==> src/rtl/icache_pkg.sv <==
// Shared geometry, FSM encoding and constants for the instruction cache.
package icache_pkg;
    localparam int LINES      = 16;
    localparam int LINE_WORDS = 4;
    localparam int ADDR_W     = 32;

    localparam int OFF_W = $clog2(LINE_WORDS);
    localparam int IDX_W = $clog2(LINES);
    localparam int TAG_W = ADDR_W - IDX_W - OFF_W - 2;

    localparam logic [31:0] NOP = 32'h0000_0013;

    typedef enum logic [1:0] {
        ST_IDLE,
        ST_REQ,
        ST_FILL,
        ST_DONE
    } state_e;

    function automatic logic [ADDR_W-1:0] line_base(input logic [ADDR_W-1:0] a);
        return {a[ADDR_W-1:OFF_W+2], {(OFF_W+2){1'b0}}};
    endfunction
endpackage

==> src/rtl/icache_array.sv <==
// Valid/tag/data storage: combinational read, one word write port plus tag/valid set.
// Only the valid bits are reset; invalidate-all has priority over a tag write.
module icache_array
    import icache_pkg::*;
(
    input  logic             clk_i,
    input  logic             rst_ni,
    input  logic [IDX_W-1:0] rd_idx_i,
    input  logic [OFF_W-1:0] rd_off_i,
    output logic             rd_valid_o,
    output logic [TAG_W-1:0] rd_tag_o,
    output logic [31:0]      rd_data_o,
    input  logic             wr_word_en_i,
    input  logic             wr_tag_en_i,
    input  logic [IDX_W-1:0] wr_idx_i,
    input  logic [OFF_W-1:0] wr_off_i,
    input  logic [31:0]      wr_data_i,
    input  logic [TAG_W-1:0] wr_tag_i,
    input  logic             inv_all_i
);
    logic [LINES-1:0] valid_q;
    logic [TAG_W-1:0] tag_q  [LINES];
    logic [31:0]      data_q [LINES*LINE_WORDS];

    always_ff @(posedge clk_i or negedge rst_ni) begin
        if (!rst_ni) begin
            valid_q <= '0;
        end else if (inv_all_i) begin
            valid_q <= '0;
        end else if (wr_tag_en_i) begin
            valid_q[wr_idx_i] <= 1'b1;
        end
    end

    always_ff @(posedge clk_i) begin
        if (wr_tag_en_i) begin
            tag_q[wr_idx_i] <= wr_tag_i;
        end
        if (wr_word_en_i) begin
            data_q[{wr_idx_i, wr_off_i}] <= wr_data_i;
        end
    end

    assign rd_valid_o = valid_q[rd_idx_i];
    assign rd_tag_o   = tag_q[rd_idx_i];
    assign rd_data_o  = data_q[{rd_idx_i, rd_off_i}];
endmodule

==> src/rtl/icache_ctrl.sv <==
// Direct-mapped read-only I-cache: same-cycle hit, miss refills a full line via req/gnt + beats.
// Stall stays high from the miss cycle through the DONE bubble; memory beats outside FILL are dropped.
module icache_ctrl
    import icache_pkg::*;
(
    input  logic              clk_i,
    input  logic              rst_ni,
    input  logic [ADDR_W-1:0] pc_i,
    input  logic              inv_i,
    output logic [31:0]       instr_o,
    output logic              icache_stall_o,
    output logic              mem_req_o,
    output logic [ADDR_W-1:0] mem_addr_o,
    input  logic              mem_gnt_i,
    input  logic              mem_rvalid_i,
    input  logic [31:0]       mem_rdata_i
);
    localparam logic [OFF_W-1:0] LAST_BEAT = OFF_W'(LINE_WORDS - 1);

    state_e            state_q;
    logic [OFF_W-1:0]  cnt_q;
    logic              inv_pend_q;
    logic              mem_req_q;
    logic [ADDR_W-1:0] miss_addr_q;

    logic [OFF_W-1:0] pc_off;
    logic [IDX_W-1:0] pc_idx;
    logic [TAG_W-1:0] pc_tag;
    logic             pc_unused;
    logic             rd_valid;
    logic [TAG_W-1:0] rd_tag;
    logic [31:0]      rd_data;
    logic             lookup_hit;
    logic             hit;
    logic             beat;
    logic             last_beat;
    logic             inv_all;

    assign pc_off    = pc_i[2 +: OFF_W];
    assign pc_idx    = pc_i[OFF_W+2 +: IDX_W];
    assign pc_tag    = pc_i[ADDR_W-1 -: TAG_W];
    assign pc_unused = ^pc_i[1:0];

    assign lookup_hit = rd_valid && (rd_tag == pc_tag);
    assign hit        = lookup_hit && (state_q == ST_IDLE);

    assign instr_o        = hit ? rd_data : NOP;
    assign icache_stall_o = !hit;
    assign mem_req_o      = mem_req_q;
    assign mem_addr_o     = miss_addr_q;

    assign beat      = (state_q == ST_FILL) && mem_rvalid_i;
    assign last_beat = beat && (cnt_q == LAST_BEAT);
    // An invalidate seen during a refill is deferred so the line being filled is cleared too.
    assign inv_all   = ((state_q == ST_IDLE) && inv_i) ||
                       ((state_q == ST_DONE) && (inv_i || inv_pend_q));

    icache_array u_array (
        .clk_i        (clk_i),
        .rst_ni       (rst_ni),
        .rd_idx_i     (pc_idx),
        .rd_off_i     (pc_off),
        .rd_valid_o   (rd_valid),
        .rd_tag_o     (rd_tag),
        .rd_data_o    (rd_data),
        .wr_word_en_i (beat),
        .wr_tag_en_i  (last_beat),
        .wr_idx_i     (miss_addr_q[OFF_W+2 +: IDX_W]),
        .wr_off_i     (cnt_q),
        .wr_data_i    (mem_rdata_i),
        .wr_tag_i     (miss_addr_q[ADDR_W-1 -: TAG_W]),
        .inv_all_i    (inv_all)
    );

    always_ff @(posedge clk_i or negedge rst_ni) begin
        if (!rst_ni) begin
            state_q     <= ST_IDLE;
            cnt_q       <= '0;
            inv_pend_q  <= 1'b0;
            mem_req_q   <= 1'b0;
            miss_addr_q <= '0;
        end else begin
            case (state_q)
                ST_IDLE: begin
                    if (!lookup_hit) begin
                        miss_addr_q <= line_base(pc_i);
                        mem_req_q   <= 1'b1;
                        state_q     <= ST_REQ;
                    end
                end
                ST_REQ: begin
                    if (inv_i) inv_pend_q <= 1'b1;
                    if (mem_gnt_i) begin
                        mem_req_q <= 1'b0;
                        cnt_q     <= '0;
                        state_q   <= ST_FILL;
                    end
                end
                ST_FILL: begin
                    if (inv_i) inv_pend_q <= 1'b1;
                    if (mem_rvalid_i) begin
                        cnt_q <= cnt_q + OFF_W'(1);
                        if (cnt_q == LAST_BEAT) state_q <= ST_DONE;
                    end
                end
                ST_DONE: begin
                    inv_pend_q <= 1'b0;
                    state_q    <= ST_IDLE;
                end
                default: state_q <= ST_IDLE;
            endcase
        end
    end
endmodule

==> config.mk <==
export PLATFORM = sky130hd
export DESIGN_NAME = icache_ctrl
export DESIGN_NICKNAME = d
export VERILOG_FILES = /design/src/rtl/icache_pkg.sv /design/src/rtl/icache_array.sv /design/src/rtl/icache_ctrl.sv
export SDC_FILE = /design/constraint.sdc
export NUM_CORES = 2
export LEC_CHECK = 0
export BUFFER_PORTS_ARGS = -buffer_cell sky130_fd_sc_hd__buf_2
export CELL_PAD_IN_SITES_DETAIL_PLACEMENT = 0
export CELL_PAD_IN_SITES_GLOBAL_PLACEMENT = 1
export CORE_ASPECT_RATIO = 1.25
export CORE_MARGIN = 5
export CORE_UTILIZATION = 60
export DETAILED_ROUTE_END_ITERATION = 6
export GPL_TIMING_DRIVEN = 1
export PLACE_DENSITY_LB_ADDON = 0.1
export SYNTH_ARGS = -nofsm -noshare
export SYNTH_HDL_FRONTEND = slang
export SYNTH_HIERARCHICAL = 1
export SYNTH_SLANG_ARGS = --single-unit
==> constraint.sdc <==
create_clock -name clk_i -period 8.3 [get_ports clk_i]
set_clock_uncertainty 0.1 [all_clocks]
set_input_delay 0.415 -clock clk_i [delete_from_list [all_inputs] [get_ports clk_i]]
set_output_delay 0.415 -clock clk_i [all_outputs]
set_load 0.01 [all_outputs]
==> flow_summary.yaml <==
run_status:
  status: "completed"
synthesis:
  ys_types: 58
  synth_top_family_by_area: "multiplexers"
  synth_top_area_cell: "edfxtp_1"
  synth_top_flop_cell: "edfxtp_1"
  synth_simple_gate_area_share_pct: 2.01
  synth_xor_area_share_pct: 0.220
  post_synth_inst_count: 4154
  async_flop_share_pct: 2.01
  synth_mux_area_share_pct: 17.2
  synthDominantCellAreaShare_pct: 76.3
  synth_compound_area_share_pct: 1.56
  yosysWarnings: 6
  synth_area_mm2: 0.0957
  synth_adder_area_share_pct: 0.0784
  synthTopCellsByArea: "edfxtp_1 (76%), mux4_2 (15%), dfrtp_1 (1.3%), mux2i_1 (1.2%), nor2_1 (0.54%)"
  synth-seq-area-share_pct: 77.6
  syn_area_per_cell_um2: 23.0
  synth_edf_count: 2432
  ys_ff_latch: 2482
final_layout:
  final_nets: 4522
  layout-drive-gt1-share_pct: 29.5
  final_util_pct: 67.6
  final_common_cell: "edfxtp_1"
  multi_input_area_mm2: 0.0208
  final_cell_mix: "edfxtp_1 (2432), mux4_2 (641), clkbuf_16 (227)"
  syn2layout_area_growth_pct: 11.8
  fillers: 9981
  stdcell_count: 6711
  seq_area_mm2: 0.0743
worst_hold_path:
  min_path_type: "in2async"
global_route:
  grt-ovfl-total: 0
  antenna_found_initial: 21
  grt_start_max_net_pins: 132
  first_global_vias: 45833
  grt_pass1_wl_mm: 335
  grtUsageTotal_pct: 28.4
clocking:
  ctsResizeCount: 0
  cts_sinks: 2482
  root_buffer: "clkbuf_16"
  cts_buffers: 225
  cts_tree: "done"
  clockBufferDepth: 3
  post_cts_buffers: 0
  insertion_delay_ns: 0.85
  hold_buffers: 30
  htree_num_levels: 4
  clk_transition_reported_paths_ns: 0.06
placement:
  place.detailed.hpwl_mm: 127
  gp_congestion: 0.772
  dpl.cell_count: 6252
  dp_slack_ns: 2.69
  io_buffer_count: 128
critical_path:
  required_ns: 7.79
  cp.buffers_inverters: 3
  path_max_fanout: 69
  reg2reg_from: "u_array/tag_q[13][2]"
  r2r_cells: 8
  max_stage_delay_ns: 0.97
  path_depth: 9
  crit_arrival_ns: 5.02
  critical_path.startpoint_type: "primary input"
  critPathKind: "in2out"
  cp_common_cell: "mux4_2"
  end_kind: "output port"
  crit_slowest_cell: "and4_2"
  cp_top_family: "simple AND/OR/NAND/NOR gates"
  critPathLaunch: "pc_i[4]"
  cp_cell_sequence: "buf_8 -> buf_4 -> mux4_2 -> mux4_2 -> xor2_1 -> nor4_1 -> and4_2 -> or2b_1 -> buf_2"
power:
  leakage_nw: 33.8
  peakVddDrop_uv: 265
  power_per_cell_area_mw_per_mm2: 250
sta:
  tns_ns: 0
  fmax_mhz: 181
  slew_viol_final: 0
  holdWs_ns: 0.124
  post-route-period-util_pct: 66.6
  rsz0062_at_grt: "false"
  maxSlewHeadroom_pct: 10.3
  setup_violations: 0
  post-route-min-period_ns: 5.53
  finalHoldViolCount: 0
  fin_ws_ns: 2.77
  worst_pin_slew_ns: 1.33
drt:
  dr.pass1.iters: 5
  avgRoutedWirePerCell_um: 35.1
  ant_nets: 0
  initialDrtViolationCount: 5394
  vias_per_cell: 6.72
  vias: 45120
  drt_wl_total_mm: 236
  drc: 0
floorplanning:
  fp.dieH_um: 457
  die-area_mm2: 0.168
  die_x_um: 367
  num_rows: 163
  io_pins: 135
  core_mm2: 0.158
  start_util_pct: 60.5
job:
  maxCapViolCount: 0
[tightest hold or removal path: stages]
cell           delay, ns
dlygate4sd3_1       0.52
buf_2               0.11
buf_4               0.50
[final timing paths]
check                                          to  slack (ns)
hold reg to reg                u_array/valid_q[5]        0.40
min in group clk_i         u_array/data_q[42][12]        0.15
hold / removal                     mem_addr_o[19]        0.12
max in group asynchronous          mem_addr_o[21]        7.43
setup / recovery                       instr_o[4]        2.77
setup reg to reg                       state_q[1]        3.88
[per-stage QoR]
stage               power [W]  instance area, µm²
floorplan              0.0159               95700
global placement       0.0168               99500
detailed placement     0.0168               99500
CTS                    0.0269              107000
global route           0.0276              107000
finish                 0.0268              107000
[sequential cells by signal (all words and copies together), names as in the netlist]
name,count
mem_addr_o,28
state_q,2
cnt_q,2
mem_req_o,1
u_array/data_q,2048
u_array/valid_q,16
inv_pend_q,1
u_array/tag_q,384
[cells by family after synthesis]
family          count (synthesis)
simple gates                  380
compound gates                200
xor+xnor                       24
buf+inv                       233
mux                           828
fa+ha+maj                       6
other cells                     1
flops                        2482
[layout make-up]
cell class	instances	area share, %
diodes	4	0.00935
clock buffers	272	5.47
clock inverters	153	1.28
inverters	6	0.0210
multi-input cells	1442	19.4
flip-flops and latches	2482	69.4
well taps	2062	2.41
repair buffers	290	1.97
[synthesized netlist by cell type (all sizes together), types with 4 or more instances]
cell    count
a21oi      17
and2       32
o211a       7
inv         6
or3        10
edfxtp   2432
a221oi     11
xor2        4
o221ai     17
nor3       27
mux2       76
buf       144
o21ai       6
a22oi      55
o31ai       7
a211oi      5
a22o       19
clkbuf     83
nor2b      21
nor2      137
o311ai      8
o22ai      38
nand2      47
xnor2      20
nand4       5
mux4      641
ha          6
nand3b     14
dfrtp      50
o22a        9
nand2b     24
nand4b      8
nand3      43
mux2i     111
[per-layer routing]
layer / global-route usage, % / share of wire, %
met1: 38.3 / 37
met2: 48.1 / 52
met3: 5.11 / 8.6
met4: 8.93 / 3.2
met5: 0 / 0.034
[where the power goes]
part / internal, W / switching (W) / leakage [nW]
registers: 0.0143 / 0.000381 / 22.5
clock network: 0.00573 / 0.00447 / 3.52
logic: 0.000723 / 0.00119 / 7.83
Note: power is estimated with default switching activity, not from simulation.
